===== src/rtl/swarm_pkg.sv =====
// Shared types and constants for the RW write-back path.
// Entry structs are sized for the widest supported build; unused bits are constant zero.
package swarm;

    localparam int LOG_RW_WIDTH_DEFAULT = 2;
    localparam logic [31:0] RW_BASE_ADDR = 32'h0000_1000;

    localparam int MAX_TID_W  = 16;
    localparam int MAX_SLOT_W = 16;
    localparam int MAX_OBJ_W  = 512;

    typedef struct packed {
        logic [MAX_TID_W-1:0] thread;
        logic [31:0]          locale;
        logic [MAX_OBJ_W-1:0] object;
    } rw_wb_entry_t;

    typedef struct packed {
        logic [MAX_SLOT_W-1:0] slot;
        logic                  is_restore;
    } finish_entry_t;

endpackage


===== src/rtl/fifo.sv =====
// Generic first-word-fall-through FIFO; push while full is accepted when a pop happens in the same cycle.
module fifo #(
    parameter int WIDTH     = 8,
    parameter int LOG_DEPTH = 1
) (
    input  logic                 clk,
    input  logic                 rst,
    input  logic                 push,
    input  logic [WIDTH-1:0]     push_data,
    input  logic                 pop,
    output logic [WIDTH-1:0]     head,
    output logic                 empty,
    output logic                 full,
    output logic [LOG_DEPTH:0]   count
);
    localparam int DEPTH = 1 << LOG_DEPTH;

    logic [WIDTH-1:0]     mem [DEPTH];
    logic [LOG_DEPTH-1:0] rd_ptr, wr_ptr;
    logic                 do_push, do_pop;

    assign empty   = (count == '0);
    assign full    = count[LOG_DEPTH];
    assign head    = mem[rd_ptr];
    assign do_pop  = pop & !empty;
    assign do_push = push & (!full | do_pop);

    always_ff @(posedge clk) begin
        if (rst) begin
            rd_ptr <= '0;
            wr_ptr <= '0;
            count  <= '0;
            for (int i = 0; i < DEPTH; i++) mem[i] <= '0;
        end else begin
            if (do_push) begin
                mem[wr_ptr] <= push_data;
                wr_ptr      <= wr_ptr + 1'b1;
            end
            if (do_pop) rd_ptr <= rd_ptr + 1'b1;
            case ({do_push, do_pop})
                2'b10:   count <= count + 1'b1;
                2'b01:   count <= count - 1'b1;
                default: count <= count;
            endcase
        end
    end
endmodule


===== src/rtl/rw_writeback_unit_lane_pack.sv =====
// Maps an object write onto a 64-byte data-array line: line address, replicated data, byte strobes.
module rw_wb_lane_pack import swarm::*; #(
    parameter int LOG_RW_WIDTH = LOG_RW_WIDTH_DEFAULT
) (
    input  logic [31:0]                  base_addr,
    input  logic [31:0]                  locale,
    input  logic [(8<<LOG_RW_WIDTH)-1:0] object,
    output logic [31:0]                  waddr,
    output logic [511:0]                 wdata,
    output logic [63:0]                  wstrb
);
    localparam int BYTES = 1 << LOG_RW_WIDTH;
    localparam int LANES = 64 / BYTES;
    localparam logic [63:0] OBJ_STRB = ~64'd0 >> (64 - BYTES);

    logic [31:0] byte_addr;
    logic [5:0]  lane;

    assign byte_addr = base_addr + (locale << LOG_RW_WIDTH);
    assign waddr     = {byte_addr[31:6], 6'b0};
    assign wdata     = {LANES{object}};
    assign wstrb     = OBJ_STRB << (32'(lane) * BYTES);

    generate
        if (LOG_RW_WIDTH == 6) begin : g_one_lane
            assign lane = '0;
        end else begin : g_lanes
            assign lane = 6'(locale[5-LOG_RW_WIDTH:0]);
        end
    endgenerate
endmodule


===== src/rtl/rw_writeback_unit.sv =====
// RW worker commit stage: queues object writes to L2, tracks in-flight writes, unlocks threads, notifies CQ.
// Optional drain/flush handshake is built when RW_WB_FLUSH_EN is defined.
module rw_writeback_unit import swarm::*; #(
    parameter int LOG_RW_WIDTH    = LOG_RW_WIDTH_DEFAULT,
    parameter int WQ_LOG_DEPTH    = 2,
    parameter int FQ_LOG_DEPTH    = 1,
    parameter int MAX_OUTSTANDING = 8,
    parameter int TID_W           = 4,
    parameter int SLOT_W          = 6
) (
    input  logic                         clk,
    input  logic                         rst,
    input  logic                         req_valid,
    output logic                         req_ready,
    input  logic                         req_wen,
    input  logic                         req_restore,
    input  logic [31:0]                  req_locale,
    input  logic [TID_W-1:0]             req_thread,
    input  logic [SLOT_W-1:0]            req_slot,
    input  logic [(8<<LOG_RW_WIDTH)-1:0] req_data,
    input  logic [31:0]                  cfg_base_addr,
    output logic                         wvalid,
    input  logic                         wready,
    output logic [31:0]                  waddr,
    output logic [511:0]                 wdata,
    output logic [63:0]                  wstrb,
    output logic [TID_W-1:0]             wid,
    input  logic                         bvalid,
    output logic                         bready,
    input  logic [TID_W-1:0]             bid,
    output logic                         unlock_valid,
    output logic [TID_W-1:0]             unlock_thread,
`ifdef RW_WB_FLUSH_EN
    input  logic                         flush_req,
    output logic                         flush_done,
`endif
    output logic                         finish_valid,
    input  logic                         finish_ready,
    output logic [SLOT_W-1:0]            finish_slot,
    output logic                         finish_is_restore,
    output logic [7:0]                   outstanding
);
    localparam int OBJ_W = 8 << LOG_RW_WIDTH;

    rw_wb_entry_t          wq_in, wq_head;
    finish_entry_t         fq_in, fq_head;
    logic                  wq_empty, wq_full, fq_empty, fq_full;
    logic [WQ_LOG_DEPTH:0] wq_count;
    logic [FQ_LOG_DEPTH:0] fq_count;
    logic                  is_write, under_cap, flush_block, wfire, bfire;
    logic [31:0]           head_addr;
    logic [511:0]          head_data;
    logic [63:0]           head_strb;
    logic                  unused_bits;

    assign is_write  = req_wen | req_restore;
    // Queued writes count against the cap too, so the limit holds once they issue.
    assign under_cap = (10'(wq_count) + 10'(outstanding)) < 10'(MAX_OUTSTANDING);
    assign req_ready = req_valid & !fq_full & !flush_block
                     & (!is_write | (!wq_full & under_cap));

    assign wq_in = '{thread: MAX_TID_W'(req_thread), locale: req_locale,
                     object: MAX_OBJ_W'(req_data)};
    assign fq_in = '{slot: MAX_SLOT_W'(req_slot), is_restore: req_restore};

    fifo #(.WIDTH($bits(rw_wb_entry_t)), .LOG_DEPTH(WQ_LOG_DEPTH)) u_wq (
        .clk(clk), .rst(rst), .push(req_ready & is_write), .push_data(wq_in),
        .pop(wready), .head(wq_head), .empty(wq_empty), .full(wq_full), .count(wq_count)
    );

    fifo #(.WIDTH($bits(finish_entry_t)), .LOG_DEPTH(FQ_LOG_DEPTH)) u_fq (
        .clk(clk), .rst(rst), .push(req_ready), .push_data(fq_in),
        .pop(finish_ready), .head(fq_head), .empty(fq_empty), .full(fq_full), .count(fq_count)
    );

    rw_wb_lane_pack #(.LOG_RW_WIDTH(LOG_RW_WIDTH)) u_pack (
        .base_addr(cfg_base_addr), .locale(wq_head.locale), .object(wq_head.object[OBJ_W-1:0]),
        .waddr(head_addr), .wdata(head_data), .wstrb(head_strb)
    );

    assign wvalid            = !wq_empty;
    assign wid               = wq_head.thread[TID_W-1:0];
    assign waddr             = wvalid ? head_addr : '0;
    assign wdata             = wvalid ? head_data : '0;
    assign wstrb             = wvalid ? head_strb : '0;
    assign finish_valid      = !fq_empty;
    assign finish_slot       = fq_head.slot[SLOT_W-1:0];
    assign finish_is_restore = fq_head.is_restore;
    assign unused_bits       = ^{wq_head, fq_head, fq_count};

    // One unlock port: a no-write commit wins and holds off the response for a cycle.
    always_comb begin
        bready        = 1'b0;
        unlock_valid  = 1'b0;
        unlock_thread = bid;
        if (req_ready & !is_write) begin
            unlock_valid  = 1'b1;
            unlock_thread = req_thread;
        end else begin
            bready       = bvalid & (outstanding != 8'd0);
            unlock_valid = bready;
        end
    end

    assign wfire = wvalid & wready;
    assign bfire = bvalid & bready;

    always_ff @(posedge clk) begin
        if (rst)                 outstanding <= '0;
        else if (wfire & !bfire) outstanding <= outstanding + 8'd1;
        else if (bfire & !wfire) outstanding <= outstanding - 8'd1;
    end

`ifdef RW_WB_FLUSH_EN
    typedef enum logic {FL_IDLE, FL_DRAIN} flush_state_t;
    flush_state_t fl_state, fl_next;
    logic         drained;

    assign drained     = wq_empty & fq_empty & (outstanding == 8'd0) & !flush_req;
    assign flush_block = (fl_state == FL_DRAIN);

    always_ff @(posedge clk) begin
        if (rst) fl_state <= FL_IDLE;
        else     fl_state <= fl_next;
    end

    always_comb begin
        fl_next    = fl_state;
        flush_done = 1'b0;
        case (fl_state)
            FL_IDLE:  if (flush_req) fl_next = FL_DRAIN;
            FL_DRAIN: if (drained) begin
                fl_next    = FL_IDLE;
                flush_done = 1'b1;
            end
            default:  fl_next = FL_IDLE;
        endcase
    end
`else
    assign flush_block = 1'b0;
`endif
endmodule


===== config.mk =====
export PLATFORM = sky130hd
export DESIGN_NAME = rw_writeback_unit
export DESIGN_NICKNAME = d
export VERILOG_FILES = /design/src/rtl/swarm_pkg.sv /design/src/rtl/fifo.sv /design/src/rtl/rw_writeback_unit_lane_pack.sv /design/src/rtl/rw_writeback_unit.sv
export SDC_FILE = /design/constraint.sdc
export NUM_CORES = 1
export LEC_CHECK = 0
export ABC_AREA = 1
export CORE_AREA = 3 3 295 297
export CTS_CLUSTER_SIZE = 8
export DETAILED_ROUTE_END_ITERATION = 10
export DIE_AREA = 0 0 298 300
export GPL_TIMING_DRIVEN = 0
export PLACE_DENSITY_LB_ADDON = 0.3
export SYNTH_ARGS = -nofsm -noshare
export SYNTH_HDL_FRONTEND = slang
export SYNTH_SLANG_ARGS = --single-unit

===== constraint.sdc =====
create_clock -name clk -period 8 [get_ports clk]
set_input_delay 1.6 -clock clk [delete_from_list [all_inputs] [get_ports clk]]
set_output_delay 1.6 -clock clk [all_outputs]
set_load 0.03 [all_outputs]

==> impl_metrics.ini <==
[yosys]
syn-cell-area_sq_mm = 0.0198
netlist_instances = 2257
synth_top_cell_area_share = 0.422
synth_flop_cell = edfxtp_1
ys_warn_count = 0
ys_ff_latch = 300
synth_area_leaders = edfxtp_1, buf_4, nor2_1
synth_top_family_by_area = buffers and inverters
synth_edf_count = 278
avgSynthCellArea_sq_um = 8.76
ys_top_cells_by_count = buf_4, nor2_1, edfxtp_1
synth.most_common_cell = buf_4
synthXorXnorAreaFrac = 0.00266
synthMuxAreaShare = 0.00399
synthAdderAreaFrac = 0.0267
synth_area_leader_cell = edfxtp_1
yosys.cell_types.count = 42
synth_compound_area_frac = 0.0935
async_reset_ff_frac = 0
synth-seq-area-share = 0.444
synth_simple_gate_area_frac = 0.173

[timing]
fin_skew_ns = 0.0206
finalMaxSlewViolations = 0
timing.final.crit_share = 0.832
worst_pin_slew_ns = 1.22
fin_crit_ns = 6.66
setup_ws_ns = 1.34
finalHoldViolations = 0
grt_setup_unrepaired = false
finalSetupViolCount = 0
relSlewSlack = 0.184
fmax_ghz = 0.150

[layout]
area_growth_pct = 54.0
design_area_sq_mm = 0.0305
final_core_util = 0.359
drive_gt1_frac = 0.238
nets = 3232

[global_route]
grt_busiest_layer = met2
grt_pass1_vias = 17000
track_usage = 0.158
grt_pass1_wl_mm = 108
grt_use_met1 = 0.194
gr-total-overflow = 0
antenna_found_initial = 8
grt_start_max_net_pins = 56
met3_usage = 0.0339
met2_usage = 0.281

[pwr]
power.density_mw_per_mm2 = 425
peakVddDrop_v = 0.000263
leakage_nw = 12.5

[critical_path]
startpoint_type = register
worstPathArrival_ns = 5.06
path_max_fanout = 10
critPathKind = reg -> out
cp-end-kind = primary output
critical_path_required_ns = 6.40

[clock_tree]
clk_pin_slew_ns = 0.05
clock_latency_ns = 0.54
cts.path.max_buffers = 3
ctsHtreeMaxLevel = 2
cts_tree = yes
root_buffer = clkbuf_16
cts_made_buffers = 43
post_cts_buffers = 0
clkSinkCount = 300
cts_resized = 0
postCtsHoldBufs = 0

[floorplan]
dieWidth_microns = 298
io_pins = 754
die_h_microns = 300
rows = 107
die_area_sq_mm = 0.0894
initial_core_util = 0.233
coreArea_sq_mm = 0.0849

[routing]
drtIter0Drc = 970
via_count = 17300
ant_nets = 0
wl_per_cell_microns = 17.6
wirelength_mm = 74.9
drc = 0
drt-vias-per-instance = 4.07
dr.pass1.iters = 5

[place]
hpwlAfterDp_mm = 58.2
finalWeightedCongestion = 0.884
port_buffers = 742
place_area_sq_mm = 0.0292
post-place-ws_ns = 1.82

[flow_run]
maxCapViolCount = 0

[worst_hold_path]
hp-class = reg -> reg

[status]
status = finished, final reports clean
## sequential cells by signal, indices dropped and copies added, names as in the netlist, named ones only
signal,count
u_fq.wr_ptr,1
u_wq.mem,264
u_wq.wr_ptr,2
outstanding,8
u_fq.rd_ptr,1
u_fq.mem,14
u_wq.rd_ptr,2
u_fq.count,2
u_wq.count,3
## where the power goes
part           internal [mW]  switching (mW)
sequential              1.99          0.0809
combinational           3.87            5.33
clock                   1.01           0.674
total                   6.87            6.08
## final timing paths
kind	startpoint	endpoint	slack, ns	cells after the start
worst min register to register	u_fq.rd_ptr$_SDFFE_PP0P_	u_fq.rd_ptr$_SDFFE_PP0P_	0.45	1
worst max register to register	outstanding[1]$_SDFFE_PP0P_	u_wq.mem[0][12]$_SDFFCE_PN0P_	4.82	11
worst max-delay path	register	waddr[17]	1.34	18
worst min-delay path	u_fq.rd_ptr$_SDFFE_PP0P_	u_fq.rd_ptr$_SDFFE_PP0P_	0.45	1
## cell type report
cell class                      count  area [sq um]
Clock buffer                       68          1190
Tap cell                         1144          1430
Fill cell                        8740         54400
Timing Repair Buffer              766          7870
Clock inverter                      3          28.8
Inverter                          164           618
Buffer                            628          4430
Sequential cell                   300          8790
Multi-Input combinational cell   1170          6090
Antenna cell                        4          10.0
## logic make-up after synthesis
group	after synthesis
AO/OA/AOI/OAI	347
XOR/XNOR	6
adder cells (fa/ha/maj)	41
buffers and inverters	792
flip-flops	300
multiplexers	7
other	1
AND/OR/NAND/NOR	763
## critical path: stages (launching register included)
cell	delay [ns]
dfxtp_1	0.29
buf_2	0.16
inv_2	0.14
buf_2	0.29
buf_2	0.29
clkbuf_1	0.53
o21ai_0	0.17
o22ai_1	0.31
ha_1	0.36
a21oi_1	0.22
o21ai_0	0.21
a21oi_1	0.21
nand2_1	0.14
nand2_1	0.08
nand2_1	0.06
nand2_1	0.07
nand2_1	0.05
nor2_1	0.21
clkdlybuf4s50_1	0.71
## metal layers
metal,up-vias,wire (microns)
li1,8590,-
met1,8025,31500
met2,565,37200
met3,94,4510
met4,10,1600
met5,-,69
## stage by stage
stage	std cells	hold slack, ns	power (mW)	TNS (ns)
global route	4243	0.495	13.7	0
finish	4247	0.450	13.0	0
detailed placement	4172	0.438	11.4	0
global placement	4148	0.432	11.3	-472.15
floorplan	2262	0.426	7.78	0
CTS	4243	0.446	13.1	0
## placed cells by master, fill, tap and decap left out, types with 7 or more instances in the layout
master             n
buf_4            544
buf_1             12
nand2_1          146
clkbuf_16         44
buf_16             8
inv_1            154
edfxtp_1         278
nor3_2            61
nor3_1            80
clkdlybuf4s50_1  742
o21bai_1           8
o22ai_1           30
o21ai_0          179
buf_8             13
nor2_1           432
a21oi_1           79
dfxtp_1           22
ha_1              39
nand3_1           34
a21oi_2           28
clkbuf_1          82
mux2_2             7
buf_2             13
Power figures use the tool's default switching activity.
